--- src/rtl/mem_responder_if.sv ---
// Core memory bus and loader signals between the stack core and mem_responder.
interface mem_responder_if;
  logic [7:0] cpu_addr;
  logic [7:0] cpu_wdata;
  logic [7:0] cpu_data_in;
  logic       load_en;
  logic       load_valid;
  logic [7:0] load_data;
  logic       cpu_hold;
  logic [7:0] load_count;
  logic       load_overflow;
  logic       wr_fault;

  modport master (
    output cpu_addr, cpu_wdata,
    output load_en, load_valid, load_data,
    input  cpu_data_in, cpu_hold,
    input  load_count, load_overflow, wr_fault
  );

  modport slave (
    input  cpu_addr, cpu_wdata,
    input  load_en, load_valid, load_data,
    output cpu_data_in, cpu_hold,
    output load_count, load_overflow, wr_fault
  );
endinterface

--- src/rtl/mem_responder.sv ---
// RAM, 0xFF-marker store decoder and byte-serial loader for the 8-bit stack core.
// MEMRESP_WRITE_PROTECT_EN: drop CPU writes below PROT_BASE and flag wr_fault.
module mem_responder #(
  parameter int DEPTH     = 32,
  parameter int PROT_BASE = 16
) (
  input  logic            clock,
  input  logic            reset,
  mem_responder_if.slave  bus
);
  localparam int AW = (DEPTH > 1) ? $clog2(DEPTH) : 1;

  typedef enum logic [1:0] {
    IDLE  = 2'd0,
    ARMED = 2'd1,
    LOAD  = 2'd2
  } state_e;

  state_e      state_q, state_d;
  logic [7:0]  prev_q, prev_d;
  logic        hold_q, hold_d;
  logic [8:0]  cnt_q, cnt_d;
  logic        ovf_q, ovf_d;
  logic        fault_q, fault_d;

  logic [7:0]    mem [DEPTH];
  logic          we;
  logic [AW-1:0] waddr;
  logic [7:0]    wdata;
  logic          addr_ok;
  logic          load_full;

  assign addr_ok   = {1'b0, bus.cpu_addr} < 9'(DEPTH);
  assign load_full = cnt_q >= 9'(DEPTH);

  assign bus.cpu_data_in   = addr_ok ? mem[bus.cpu_addr[AW-1:0]] : 8'h00;
  assign bus.cpu_hold      = hold_q;
  assign bus.load_count    = cnt_q[8] ? 8'hFF : cnt_q[7:0];
  assign bus.load_overflow = ovf_q;
  assign bus.wr_fault      = fault_q;

`ifndef MEMRESP_WRITE_PROTECT_EN
  logic unused_prot;
  assign unused_prot = (PROT_BASE == 0);
`endif

  always_comb begin
    state_d = state_q;
    prev_d  = bus.cpu_wdata;
    cnt_d   = cnt_q;
    ovf_d   = ovf_q;
    fault_d = fault_q;
    we      = 1'b0;
    waddr   = bus.cpu_addr[AW-1:0];
    wdata   = bus.cpu_wdata;

    if (bus.load_en) begin
      state_d = LOAD;
      if (state_q != LOAD) begin
        cnt_d   = '0;
        ovf_d   = 1'b0;
        fault_d = 1'b0;
      end
    end else begin
      case (state_q)
        IDLE: begin
          if (bus.cpu_wdata == 8'hFF && prev_q != 8'hFF)
            state_d = ARMED;
        end
        ARMED: begin
          state_d = IDLE;
          if (addr_ok) begin
`ifdef MEMRESP_WRITE_PROTECT_EN
            if ({24'h0, bus.cpu_addr} < PROT_BASE)
              fault_d = 1'b1;
            else
              we = 1'b1;
`else
            we = 1'b1;
`endif
          end
        end
        LOAD: begin
          state_d = IDLE;
          // a marker left on the bus during the load must not arm
          prev_d  = 8'hFF;
        end
        default: state_d = IDLE;
      endcase
    end

    if (state_q == LOAD && bus.load_valid) begin
      if (!load_full) begin
        we    = 1'b1;
        waddr = cnt_q[AW-1:0];
        wdata = bus.load_data;
        cnt_d = cnt_q + 9'd1;
      end else begin
        ovf_d = 1'b1;
      end
    end
  end

  assign hold_d = (state_d == LOAD);

  always_ff @(posedge clock) begin
    if (reset) begin
      state_q <= IDLE;
      prev_q  <= 8'h00;
      hold_q  <= 1'b0;
      cnt_q   <= '0;
      ovf_q   <= 1'b0;
      fault_q <= 1'b0;
    end else begin
      state_q <= state_d;
      prev_q  <= prev_d;
      hold_q  <= hold_d;
      cnt_q   <= cnt_d;
      ovf_q   <= ovf_d;
      fault_q <= fault_d;
    end
  end

  always_ff @(posedge clock) begin
    if (we)
      mem[waddr] <= wdata;
  end
endmodule

--- src/flat_wrapper.sv ---
// flat-port wrapper written by rule: the top's interface ports become plain ports
module mem_responder_flat 
#(
  parameter int DEPTH     = 32,
  parameter int PROT_BASE = 16
)
  (clock, reset, bus_cpu_addr, bus_cpu_wdata, bus_load_en, bus_load_valid, bus_load_data, bus_cpu_data_in, bus_cpu_hold, bus_load_count, bus_load_overflow, bus_wr_fault);
  mem_responder_if bus_i ();
  input  logic clock;
  input  logic reset;
  input wire logic [$bits(bus_i.cpu_addr)-1:0] bus_cpu_addr;
  input wire logic [$bits(bus_i.cpu_wdata)-1:0] bus_cpu_wdata;
  input wire logic [$bits(bus_i.load_en)-1:0] bus_load_en;
  input wire logic [$bits(bus_i.load_valid)-1:0] bus_load_valid;
  input wire logic [$bits(bus_i.load_data)-1:0] bus_load_data;
  output wire logic [$bits(bus_i.cpu_data_in)-1:0] bus_cpu_data_in;
  output wire logic [$bits(bus_i.cpu_hold)-1:0] bus_cpu_hold;
  output wire logic [$bits(bus_i.load_count)-1:0] bus_load_count;
  output wire logic [$bits(bus_i.load_overflow)-1:0] bus_load_overflow;
  output wire logic [$bits(bus_i.wr_fault)-1:0] bus_wr_fault;
  assign bus_i.cpu_addr = bus_cpu_addr;
  assign bus_i.cpu_wdata = bus_cpu_wdata;
  assign bus_i.load_en = bus_load_en;
  assign bus_i.load_valid = bus_load_valid;
  assign bus_i.load_data = bus_load_data;
  assign bus_cpu_data_in = bus_i.cpu_data_in;
  assign bus_cpu_hold = bus_i.cpu_hold;
  assign bus_load_count = bus_i.load_count;
  assign bus_load_overflow = bus_i.load_overflow;
  assign bus_wr_fault = bus_i.wr_fault;
  mem_responder #(.DEPTH(DEPTH), .PROT_BASE(PROT_BASE)) u_core (.clock(clock), .reset(reset), .bus(bus_i));
endmodule
--- config.mk ---
export PLATFORM = sky130hd
export DESIGN_NAME = mem_responder_flat
export DESIGN_NICKNAME = d
export VERILOG_FILES = /design/src/rtl/mem_responder_if.sv /design/src/rtl/mem_responder.sv /design/src/flat_wrapper.sv
export SDC_FILE = /design/constraint.sdc
export NUM_CORES = 1
export LEC_CHECK = 0
export CAP_MARGIN = 20
export CORE_MARGIN = 5
export CORE_UTILIZATION = 55
export DETAILED_ROUTE_END_ITERATION = 10
export GPL_TIMING_DRIVEN = 0
export PLACE_DENSITY_LB_ADDON = 0.15
export SYNTH_ARGS = -nofsm -noshare
export SYNTH_HDL_FRONTEND = slang
export SYNTH_SLANG_ARGS = --single-unit
--- constraint.sdc ---
create_clock -name clock -period 4.72 [get_ports clock]
set_clock_uncertainty 0.1 [all_clocks]
set_input_delay 0.944 -clock clock [delete_from_list [all_inputs] [get_ports clock]]
set_output_delay 0.944 -clock clock [all_outputs]
set_load 0.02 [all_outputs]
# Word-level counts from Yosys, hierarchy flattened
# Memory sizes are Yosys's and may differ from the RTL's.
# Index checks and enable logic that the tools add are counted.
dict set report op_classes {
  n_lt_le_gt_ge 2
  add_sub_neg 1
  mux 26
  n_reduce_logical 3
  eq_ne 6
}
# op count
set op_table {}
lappend op_table {{8-bit 2-to-1 mux} 6}
lappend op_table {{9-bit 2-to-1 mux} 4}
lappend op_table {{1-bit 2-to-1 mux} 11}
lappend op_table {{5-bit 2-to-1 mux} 2}
lappend op_table {{9-bit by 1-bit adder with 9-bit output, second input constant} 1}
lappend op_table {{9-bit by 6-bit greater-or-equal comparator with 1-bit output, second input constant} 1}
lappend op_table {{8-bit equality test, second input constant} 1}
lappend op_table {{8-bit by 6-bit < comparator with 1-bit output, second input constant} 1}
lappend op_table {{8-bit != test, second input constant} 1}
lappend op_table {{2-bit 2-to-1 mux} 3}
lappend op_table {{2-bit equality test, second input constant} 2}
lappend op_table {{2-bit by 1-bit equality test with 1-bit output, second input constant} 1}
lappend op_table {{1-bit logical AND} 2}
lappend op_table {{2-bit zero test} 1}
lappend op_table {{2-bit != test, second input constant} 1}
dict set report word_totals {
  mem_bits_rw 256
  memories 1
  word_cells 44
  regBits 21
  in_bits 28
  output_inout_bits 19
}
# memory depth width read_ports rd_ports_with_merged_regs wr line_no
set memory_table {}
lappend memory_table {u_core.mem 32 8 1 0 1 mem_responder.sv:26} ;# logic [7:0] mem [DEPTH];

# Depth between registers and ports, before layout
# Gate-level depths: netlist of the first run.
dict set report logic_depth {
  word_depth 8
  depth_mapped 7
  ltp_nobuf 4
}

# Worst setup path after synthesis of the first run
# No wires, ideal clock.
dict set report synth_timing {
  path_kind {input-to-reg}
  startpoint {input port bus_load_valid}
  endpoint {memory u_core.mem[0][0], data pin}
  t_arrival_ns 3.011
  slack_ns 1.155
  n_path_buf 3
  setup_ns 0.454
  required_time_ns 4.166
  cell_stages 6
  path_cell_list {and3b_1 buf_2 and2_1 buf_6 buf_2 o21ai_0}
}
dict set report synth_between {
  elab_chain_len 2
}
# item line_no
set synth_lines {}
lappend synth_lines {{start: declaration} flat_wrapper.sv:14} ;# input wire logic [$bits(bus_i.load_valid)-1:0] bus_load_valid;
lappend synth_lines {{1-bit logical AND} mem_responder.sv:92} ;# if (state_q == LOAD && bus.load_valid) begin
lappend synth_lines {{8-bit 2-to-1 mux} mem_responder.sv:92}
lappend synth_lines {{net u_core.wdata[0]} mem_responder.sv:29} ;# logic [7:0] wdata;
lappend synth_lines {{end: declaration} mem_responder.sv:26}
# The timed path passes the listed nets, and every way through them passes these cells.

# Worst setup path after layout of the first run
dict set report layout_timing {
  startpoint {input port bus_cpu_addr[2]}
  endpoint {output port bus_cpu_data_in[7]}
}
dict set report layout_between {
  elab_chain_len 2
  word_cells_on_any_way 3
  cone_classes {order compare (1); mux (1); memory (1)}
}
# item line_no
set layout_lines {}
lappend layout_lines {{start: declaration} flat_wrapper.sv:11} ;# input wire logic [$bits(bus_i.cpu_addr)-1:0] bus_cpu_addr;
lappend layout_lines {{memory read 32 x 8 bit / 8-bit by 6-bit < comparator with 1-bit output (equally long branches)} n/a}
lappend layout_lines {{8-bit 2-to-1 mux *} mem_responder.sv:36} ;# assign bus.cpu_data_in = addr_ok ? mem[bus.cpu_addr[AW-1:0]] : 8'h00;
lappend layout_lines {{end: declaration} flat_wrapper.sv:16} ;# output wire logic [$bits(bus_i.cpu_data_in)-1:0] bus_cpu_data_in;
# Every way passes the cells marked *; elsewhere a longest branch is shown, timed or not.

==> summary.md, run 1 <==
| Metric | Value |
|---|---|
| Routed Antenna Nets | 0 |
| Wire length per cell | 25.2 um |
| Simple-gate share of the synthesized area | under 10% |
| Critical-path cell list | buf_2 > buf_2 > buf_2 > mux2i_1 > a221oi_1 > o21ai_0 > a21oi_1 > clkdlybuf4s50_1 |
| Clock sinks | 277 |
| Post-synth EDFFs | about 260 |
| Bufs and invs on worst path | 4 |
| Wirelength, routed | 25.2 mm |
| Kind of critical path | in -> out |
| Comb power frac | 6.2% |
| Root Driver | clkbuf_16 |
| Max-slew violation count | 0 |
| R2R depth | 6 |
| Cell Area, Placed | 0.0122 mm^2 |
| Worst-skew pair later-pin latency | 520 ps |
| Crit share post-route | between 90% and 100% |
| Synth Warn # | 0 |
| Post-synthesis async set-or-reset flop share | 0% |
| Worst Tran Pin Value | 1020 ps |
| I/O Pins | 47 |
| Cell Rows | 52 |
| Max VDD drop | 0.000308 V |
| Most used DFF post-synth | edfxtp_1 |
| Syn Nets | 635 |
| Crit path launch type | input port |
| Die height | 152 um |
| CP most frequent cell | buf_2 |
| Slowest stage delay, CP | 640 ps |
| HP Start | u_core.bus.load_overflow |
| Final Non-Filler Cells | 1000 |
| Drt first-iter violations | 530 |
| Die X-Extent | 152 um |
| CTS max path bufs | 3 |
| Tightest Hold Check Type | reg -> reg |
| Syn avg cell area | 18.4 um^2 |
| Setup ws final | 125 ps |
| Switching part of the total | 20.8% |
| Sequential share of power | 53.6% |
| Worst setup EP type | output pin |
| Clock network fraction of design power | between 40 and 50% |
| DPL Wire Length | 17.4 mm |
| Fmax | 218 MHz |
| Die ar. | 0.0232 mm^2 |
| Portion of netlist area occupied by mux cells | between 10 and 15% |
| Slowest CP cell | clkdlybuf4s50_1 |
| R2R setup slack | between 1000 and 1500 ps |
| Port Buffer Count | just over 40 |
| Required @ worst endpoint | around 3700 ps |
| Rel. slew slack | 31.3% |
| DRT Pass-1 Iters | 5 |
| Largest fanout on the critical path | 10 |
| Vias per Instance | 6.12 |
| Vias in the first global route | 6235 |
| Final setup fails | 0 |
| Crit Reg-Reg Endpoint | u_core.mem[26][4] |
| Sequential fraction of the synthesis area | 72.9% |
| Clk pin slew, worst setup/hold paths | 60 ps |
| Initial Util | 55.3% |
| Unrepaired setup endpoints after global routing | no |
| Adder-Cell Fraction of Synth Area | 0.225% |
| Crit path launch | bus_cpu_addr[2] |
| Initial antenna violation count | 0 |
| N_diodes | 0 |
| Worst Path Arrival | 3550 ps |
| Post-synthesis cell count | 605 |
| Synth Area in XOR/XNOR | 0% |
| CTS buffer count | 26 |
| Core Box Area | 0.0201 mm^2 |
| Pint | around 4 mW |
| Nets | between 700 and 800 |
| Synth Area in Compound Gates | under 10% |
| Worst setup path end | bus_cpu_data_in[7] |
| Final Cell Area | 0.0131 mm^2 |
| CTS tree | built |
| Ratio of cells with drive above 1 in the final layout | 24.5% |
| RePlAce Congestion | between 0.8 and 0.9 |
| Routed vias | 6119 |
| Flops & latches, synth | approximately 280 |
| CP top delay family | buffers and inverters |
| LEAKAGE | 4.34 nW |
| Crit path depth | 8 |
| Min cycle time layout | roughly 4600 ps |
| Synthesized cell area | 0.0111 mm^2 |
| Area Overhead vs Synth | 17.6% |
| Placed insts | 952 |
| Sw power | 1.05 mW |
| Max Cap Viol | 0 |
| Setup Fix Bufs, Post-CTS | 0 |
| Global-route wire length before repair | about 38 mm |
| Pin count of the biggest net entering global routing | 29 |
| GRT overflow | 0 |
| Endpoints failing hold | 0 |
| Crit Reg-Reg Startpoint | u_core.cnt_q[8] |
| H-Tree Depth | 1 |
| Synth cell types | 46 |
| Status | finished clean |
| Power density over the cells | 386 mW/mm^2 |
| DP Worst Slack | 112 ps |
| Combinational family with the most area after synthesis | multiplexers |
| Drt drc | 0 |
| GRT Overall Usage | 21.6% |
## sequential cells by signal, summed over array words and instances (netlist names)
signal / cells
u_core.state_q: 2
u_core.prev_q: 8
u_core.mem: 256
u_core.bus.cpu_hold: 1
u_core.cnt_q: 9
u_core.bus.load_overflow: 1
## how the worst min path moves through the flow
stage                                     to  slack [ps]  cells after the start
floorplan                    u_core.cnt_q[5]         370                      2
global placement    u_core.bus.load_overflow         390                      2
detailed placement  u_core.bus.load_overflow         390                      2
CTS                 u_core.bus.load_overflow         410                      2
global route                 u_core.cnt_q[5]         430                      2
finish              u_core.bus.load_overflow         400                      2
## metrics by stage
step	setup TNS (ps)	hold WS, ps	total power [mW]	utilization (%)
finish	0	400	5.05	65.1
global route	0	432	5.22	65.1
CTS	0	406	5.08	65.1
detailed placement	0	391	3.08	60.8
global placement	-209780	387	3.05	59.1
floorplan	0	371	2.94	-
## power groups by stage
stage	registers, mW	logic [mW]	clock network [mW]
after CTS	2.71	0.316	2.05
after global routing	2.71	0.337	2.18
after floorplan	2.77	0.176	0
final	2.71	0.316	2.03
after detailed placement	2.76	0.314	0
after global placement	2.77	0.281	0
## logic make-up (layout without fill, tap and decap cells)
group,after synthesis,count (layout)
DFF,277,277
and+or+nand+nor,104,104
muxes,92,92
AOI/OAI and AO/OA,78,78
buffers and inverters,51,176
adders and majority gates,2,2
other,1,1
## placed cells by master (no fill, tap or decap), drive strengths merged, types with 2 or more instances in the layout
cell / count
edfxtp: 256
buf: 62
mux4: 56
clkbuf: 45
clkdlybuf4s50: 41
mux2i: 35
nor3: 28
nand2: 22
o21ai: 22
dfxtp: 21
a21oi: 19
inv: 17
a221oi: 14
clkinv: 11
nor2: 10
a221o: 8
or2: 8
nor2b: 6
and3b: 4
a31oi: 4
nand4: 4
nand3: 4
nor3b: 4
or3: 3
nand2b: 3
and2: 2
o2111ai: 2
a22oi: 2
o211ai: 2
ha: 2
nor4: 2
a41oi: 2
## layout make-up
class | count | area, um^2
tap | 270 | 338
buffer | 36 | 198
inverter | 15 | 56.3
fill | 1366 | 7020
sequential | 277 | 8110
clock buffer | 35 | 790
multi-input combinational | 277 | 2820
clock inverter | 13 | 60.1
timing repair buffer | 77 | 718
## per-layer routing
metal	vias up	track usage [%]	wire length [um]
li1	2675	-	-
met3	35	4.12	1700
met2	244	36.5	12900
met4	0	4.54	397
met1	3165	29.9	10200
met5	-	0	0
## cells in the mapped netlist, drive strengths merged (3+ instances only)
library cell,count,share of area [%]
and3b,4,0.31
a31oi,4,0.22
mux4,56,11
nor3,28,1.3
nand2,22,0.74
nand2b,3,0.17
a21oi,19,0.85
edfxtp,256,69
clkbuf,9,0.30
nand3,4,0.18
o21ai,22,0.99
a221o,8,0.72
mux2i,35,3.1
inv,14,0.47
nor2b,6,0.34
buf,27,1.5
dfxtp,21,3.8
a221oi,14,1.1
or2,8,0.45
or3,3,0.17
nand4,4,0.22
nor2,10,0.34
nor3b,4,0.27
## tightest hold or removal path, cell delays in order (launching register included)
cell and delay, ps:
dfxtp_1 340, a21oi_1 60, nor2_1 60
## what timing repair did
item	4_1_cts	5_1_grt
endpoints found under the hold margin	0	0
hold buffers	0	0
gates resized for setup	0	1
setup endpoints to repair	0	1
Note: power is estimated with default switching activity, not from simulation.
==> run 2: changes to the inputs <==
--- a/config.mk
+++ b/config.mk
@@ -11,6 +11,7 @@
 export DETAILED_ROUTE_END_ITERATION = 10
 export GPL_TIMING_DRIVEN = 0
 export PLACE_DENSITY_LB_ADDON = 0.15
+export SKIP_LAST_GASP = 1
 export SYNTH_ARGS = -nofsm -noshare
 export SYNTH_HDL_FRONTEND = slang
 export SYNTH_SLANG_ARGS = --single-unit
==> constraint.sdc (replaced) <==
create_clock -name clock -period 5 [get_ports clock]
set_clock_uncertainty 0.1 [all_clocks]
set_input_delay 1 -clock clock [delete_from_list [all_inputs] [get_ports clock]]
set_output_delay 1 -clock clock [all_outputs]
set_load 0.02 [all_outputs]
==> run 2 against run 1 <==
Against the previous run:
- sequential power fell by 6%
- design area about the same
- sequential cell count did not move
- non-clock buffer count unchanged
- routed wire length decreased by 0.14%
- utilization is essentially flat
- count of clock-buffer cells in the layout is the same
- highest routed layer unchanged
==> summary.md, run 2 (synthesis gave the netlist of run 1 again) <==
| Metric | Value |
|---|---|
| Status | finished clean |
| Area Overhead vs Synth | 17.6% (about the same) |
| Endpoints failing hold | 0 (unchanged) |
| LEAKAGE | 4.33 nW (about the same) |
| CTS tree | built |
| Min cycle time layout | about 4800 ps |
| Crit path launch type | input port |
| Initial antenna violation count | 0 (unchanged) |
| Clock sinks | 277 (unchanged) |
| Drt first-iter violations | 520 (-1.9%) |
| R2R setup slack | 1690 ps (+290 ps) |
| Power, Total | 4.77 mW (-5.6%) |
| Hold Buf Count CTS | 0 (unchanged) |
| Routed vias | 6105 (-0.23%) |
| Vias per Instance | 6.11 (-0.23%) |
| Wire length per cell | 25.1 um (-0.14%) |
| Initial Util | 55.3% (unchanged) |
| Most frequent cells in the layout | edfxtp_1 (256), mux4_2 (56), clkdlybuf4s50_1 (41), mux2i_1 (35), clkbuf_16 (30) |
| Worst setup EP type | output pin |
| GRT Overall Usage | 21.6% (unchanged) |
| Commonest non-fill, non-tap cell in the layout | edfxtp_1 |
| Wirelength, routed | 25.1 mm (-0.14%) |
| Max-slew violation count | 0 (unchanged) |
| Fin util | 65.1% (about the same) |
| Ratio of cells with drive above 1 in the final layout | 24.5% (unchanged) |
| CTS buffer count | 26 (unchanged) |
| Worst Tran Pin Value | 998 ps (-24.8 ps) |
| Worst Path Arrival | 3660 ps (+110 ps) |
| Tightest Hold Check Type | reg -> reg |
| Core Box Area | 0.0201 mm^2 (unchanged) |
| GRT overflow | 0 (unchanged) |
| Max FFs per register | 256 (unchanged) |
| Worst-skew pair later-pin latency | 520 ps (about the same) |
| Die ar. | 0.0232 mm^2 (unchanged) |
| Unrepaired setup endpoints after global routing | no |
| Final setup fails | 0 (unchanged) |
| Largest fanout on the critical path | 10 (unchanged) |
| Drt drc | 0 (unchanged) |
| DPL Wire Length | 17.4 mm (unchanged) |
| Nets | 740 (unchanged) |
| H-Tree Depth | 1 (unchanged) |
| Max Cap Viol | 0 (unchanged) |
| Port Buffer Count | 41 (unchanged) |
| Post-cts gate resize count | 0 (unchanged) |
| Setup Fix Bufs, Post-CTS | 0 (unchanged) |
| Kind of critical path | in -> out |
| N_diodes | 0 (unchanged) |
| Fmax | 210 MHz |
| Die height | 152 um (unchanged) |
| Power density over the cells | 365 mW/mm^2 (-5.6%) |
| Global-route wire length before repair | 38.3 mm (unchanged) |
| Vias in the first global route | 6235 (unchanged) |
| Root Driver | clkbuf_16 |
| Register bank with the most flops | u_core.mem |
| I/O Pins | 47 (unchanged) |
| Cell Rows | 52 (unchanged) |
| CTS max path bufs | 3 (unchanged) |
| Max VDD drop | 0.000291 V (-5.5%) |
| DRT Pass-1 Iters | 5 (unchanged) |
| Top flop regs | u_core.mem: 256 flops, u_core.cnt_q: 9 flops, u_core.prev_q: 8 flops |
| Pin count of the biggest net entering global routing | 29 (unchanged) |
| RePlAce Congestion | 0.858 (unchanged) |
| Required @ worst endpoint | 3900 ps (+220 ps) |
| Crit share post-route | 95.2% |
| Rel. slew slack | 33.0% (+1.7 points) |
| Die X-Extent | 152 um (unchanged) |
| Clk pin slew, worst setup/hold paths | 60 ps (about the same) |
| Routed Antenna Nets | 0 (unchanged) |
[run 2: changes by cell type in the layout (fill, tap and decap cells not counted)]
| cell | previous run | this run |
|---|---|---|
| clkbuf_4 | 1 | 0 |
| buf_2 | 28 | 29 |
[run 2: critical path, stage by stage]
cell	delay, ps
buf_2	220
buf_2	350
buf_2	420
mux2i_1	150
a221oi_1	470
o21ai_0	160
a21oi_1	230
clkdlybuf4s50_1	650
[run 2: per-layer routing]
metal	global-route usage (%)	share of wire, %	wire length [um]	vias up
li1	-	-	-	2682
met1	29.9	41	10200	3158
met2	36.5	51	12900	228
met3	4.12	6.5	1630	37
met4	4.54	1.6	405	0
met5	0	0	0	-
[run 2: per-stage QoR]
| stage | TNS, ps | worst slack (ps) | cells | hold WS [ps] | area [um^2] |
|---|---|---|---|---|---|
| 6_report | 0 | 242 | 1000 | 400 | 13100 |
| 5_1_grt | 0 | 136 | 1000 | 432 | 13100 |
| 4_1_cts | 0 | 250 | 1000 | 406 | 13100 |
| 3_5_place_dp | 0 | 280 | 952 | 391 | 12200 |
| 3_3_place_gp | -152440 | -1020 | 916 | 387 | 11900 |
| 2_1_floorplan | 0 | 1380 | 605 | 371 | 11100 |
[run 2: final timing paths]
kind,start,endpoint,depth (start not counted)
max,bus_cpu_addr[2],bus_cpu_data_in[7],8
min,u_core.bus.load_overflow,u_core.bus.load_overflow,2
min reg2reg,u_core.bus.load_overflow,u_core.bus.load_overflow,2
max reg2reg,u_core.cnt_q[8],u_core.mem[26][4],6
[run 2: final cells by class]
cell class | instances | area (um^2)
repair buffers | 77 | 718
fillers | 1367 | 7020
multi-input cells | 277 | 2820
plain buffers | 36 | 195
well taps | 270 | 338
clock inverters | 13 | 60.1
clock buffers | 35 | 790
inverters | 15 | 56.3
flip-flops and latches | 277 | 8110
[run 2: where the power goes]
part / leakage (nW) / total (mW) / switching (mW) / internal [mW]
Combinational: 1.43 / 0.298 / 0.182 / 0.117
Clock: 0.424 / 1.91 / 0.805 / 1.11
Sequential: 2.48 / 2.56 / 0.00338 / 2.55
Total: 4.33 / 4.77 / 0.990 / 3.78
==> run 3: changes to the inputs <==
--- a/config.mk
+++ b/config.mk
@@ -6,8 +6,8 @@
 export NUM_CORES = 1
 export LEC_CHECK = 0
 export CAP_MARGIN = 20
-export CORE_MARGIN = 5
 export CORE_UTILIZATION = 55
+export CTS_CLUSTER_SIZE = 14
 export DETAILED_ROUTE_END_ITERATION = 10
 export GPL_TIMING_DRIVEN = 0
 export PLACE_DENSITY_LB_ADDON = 0.15
==> run 3 against run 2 <==
Against the previous run:
- sequential share of layout area increased by 0.25 points
- global-route usage is 3.8 points higher
- via count increased by 0.77%
- cell count fell by 0.70%
- count of clock-buffer cells in the layout down 1
- combinational power is essentially flat
- critical endpoint is now bus_cpu_data_in[1]
- largest cell class unchanged
- largest power group unchanged
- highest routed layer unchanged
==> summary.md, run 3 (synthesis gave the netlist of run 1 again) <==
| Metric | Value |
|---|---|
| Status | finished clean |
| R2R depth | 6 (unchanged) |
| Max-slew violation count | 0 (unchanged) |
| Clock sinks | 277 (unchanged) |
| DPL Wire Length | 17.3 mm (-0.27%) |
| Die ar. | 0.0208 mm^2 (-10%) |
| Pint | 3.76 mW (-0.42%) |
| Sw power | 0.982 mW (-0.78%) |
| Root Driver | clkbuf_16 |
| Final Non-Filler Cells | 993 (-0.70%) |
| R2R setup slack | 1660 ps (-30 ps) |
| Register bank with the most flops | u_core.mem |
| Drt drc | 0 (unchanged) |
| Commonest non-fill, non-tap cell in the layout | edfxtp_1 |
| Kind of critical path | in -> out |
| Tightest Hold Check Type | reg -> reg |
| Crit Reg-Reg Startpoint | u_core.cnt_q[8] |
| CP most frequent cell | buf_2 |
| CTS buffer count | 27 (+3.8%) |
| FILL cells | 1395 (+2.0%) |
| Hold Buf Count CTS | 0 (unchanged) |
| Crit share post-route | 93.8% (-1.4 points) |
| Top flop regs | u_core.mem: 256 flops, u_core.cnt_q: 9 flops, u_core.prev_q: 8 flops |
| Initial Util | 56.6% (+1.3 points) |
| Routed Antenna Nets | 0 (unchanged) |
| Fin util | 66.3% (+1.2 points) |
| Post-cts gate resize count | 0 (unchanged) |
| Wirelength, routed | 25.1 mm (-0.20%) |
| Bufs and invs on worst path | 4 (unchanged) |
| Clock network fraction of design power | 39.8% (-0.3 points) |
| Max VDD drop | 0.000307 V (+5.7%) |
| Crit Reg-Reg Endpoint | u_core.mem[20][2] |
| Slowest CP cell | clkdlybuf4s50_1 |
| Worst Path Arrival | 3590 ps (-70 ps) |
| Worst-skew pair later-pin latency | 520 ps (about the same) |
| Clk pin slew, worst setup/hold paths | 60 ps (about the same) |
| Vias in the first global route | 6191 (-0.71%) |
| Storage cell area | 0.00811 mm^2 (unchanged) |
| Placed insts | 945 (-0.74%) |
| HP Start | u_core.bus.load_overflow |
| Max Cap Viol | 0 (unchanged) |
| Most frequent cells in the layout | edfxtp_1 (256), mux4_2 (56), clkdlybuf4s50_1 (41), mux2i_1 (35), buf_2 (31) |
| H-Tree Depth | 1 (unchanged) |
| Worst setup EP type | output pin |
| Required @ worst endpoint | 3900 ps (about the same) |
| CTS tree | built |
| Rel. slew slack | 37.9% (+5.0 points) |
| I/O Pins | 47 (unchanged) |
| Cell Rows | 51 (-1.9%) |
| Worst Hold Endpoint | u_core.bus.load_overflow |
| Crit path launch | bus_cpu_addr[2] |
| Final setup fails | 0 (unchanged) |
| Max FFs per register | 256 (unchanged) |
| Min cycle time layout | 4690 ps (-69.9 ps) |
| Port Buffer Count | 41 (unchanged) |
| Core Box Area | 0.0197 mm^2 (-2.2%) |
| Global-route wire length before repair | 37.3 mm (-2.6%) |
| LEAKAGE | 4.30 nW (-0.83%) |
| Crit path launch type | input port |
| Area Overhead vs Synth | 17.1% |
| Vias per Instance | 6.20 (+1.5%) |
| Ratio of cells with drive above 1 in the final layout | 24.2% (-0.31 points) |
| Power density over the cells | 364 mW/mm^2 (about the same) |
| Footprint of the multi-input gates | 0.00283 mm^2 (+0.36%) |
| Initial antenna violation count | 1 (+1) |
| Endpoints failing hold | 0 (unchanged) |
| CTS max path bufs | 3 (unchanged) |
| Switching part of the total | 20.7% (-0.060 points) |
| Comb power frac | 6.3% (about the same) |
| DRT Pass-1 Iters | 5 (unchanged) |
| CP top delay family | buffers and inverters |
| Unrepaired setup endpoints after global routing | no |
| Critical-path cell list | buf_2 > buf_2 > buf_2 > mux2i_1 > a221oi_1 > o21ai_0 > a21oi_1 > clkdlybuf4s50_1 |
| GRT Overall Usage | 25.4% (+3.8 points) |
| Setup Fix Bufs, Post-CTS | 0 (unchanged) |
| Fmax | 213 MHz (+1.5%) |
| Hold depth | 2 (unchanged) |
| Wire length per cell | 25.3 um (+0.50%) |
| Slowest stage delay, CP | 640 ps (about the same) |
| GRT overflow | 0 (unchanged) |
| Worst Tran Pin Value | 927 ps (-71.2 ps) |
| Nets | 739 (-0.14%) |
| Drt first-iter violations | 662 (+27%) |
| Sequential share of power | 53.9% (+0.3 points) |
| Largest fanout on the critical path | 10 (unchanged) |
| Die X-Extent | 144 um (-5.3%) |
| Pin count of the biggest net entering global routing | 25 (-14%) |
| Die height | 144 um (-5.3%) |
| RePlAce Congestion | 0.902 (+5.1%) |
| Routed vias | 6152 (+0.77%) |
## run 3: cell types whose count changed in the layout (fill, tap and decap cells not counted), sizes merged
cell	change
buf	-2
bufinv	+2
inv	-2
clkbuf	-1
diode	+1
## run 3: power by group through the flow
stage                     Clock, mW  Sequential, mW  Combinational (mW)
after floorplan                   0            2.61               0.166
after CTS                      1.91            2.56               0.298
after global placement            0            2.62               0.267
final                          1.89            2.56               0.299
after global routing           1.99            2.56               0.315
after detailed placement          0            2.61               0.297
## run 3: worst max-delay path by stage
stage	end	cells past startpoint
final	bus_cpu_data_in[1]	8
after detailed placement	bus_cpu_data_in[1]	8
after global placement	u_core.mem[29][2]	7
after floorplan	u_core.mem[0][0]	6
after CTS	bus_cpu_data_in[1]	8
after global routing	bus_cpu_data_in[1]	8
## run 3: cell type report
class / instances / area share, %
timing repair buffer: 75 / 5.33
inverter: 15 / 0.432
buffer: 36 / 1.50
tap: 265 / 2.54
clock buffer: 34 / 5.39
multi-input combinational: 277 / 21.7
sequential: 277 / 62.2
antenna: 1 / 0.0192
clock inverter: 13 / 0.864
## run 3: per-stage QoR
stage	power [mW]	TNS, ps	area, um^2	hold WS (ps)	worst slack [ps]
2_1_floorplan	2.78	0	11100	371	1380
3_5_place_dp	2.90	0	12200	376	326
4_1_cts	4.77	0	13000	397	321
3_3_place_gp	2.88	-148460	11900	377	-800
6_report	4.74	0	13000	395	312
5_1_grt	4.86	0	13000	426	244
## run 3: worst reg2reg max path, cell delays in order (launching register included)
cell	delay (ps)
dfxtp_1	390
nor4_4	580
and2_1	270
buf_6	170
mux2i_1	470
nor3b_1	770
buf_2	300
## run 3: metal layers
layer	track usage, %	routed length [um]
met5	0	0
met3	3.25	1640
met2	43.8	12700
met4	6.98	636
met1	34.3	10100
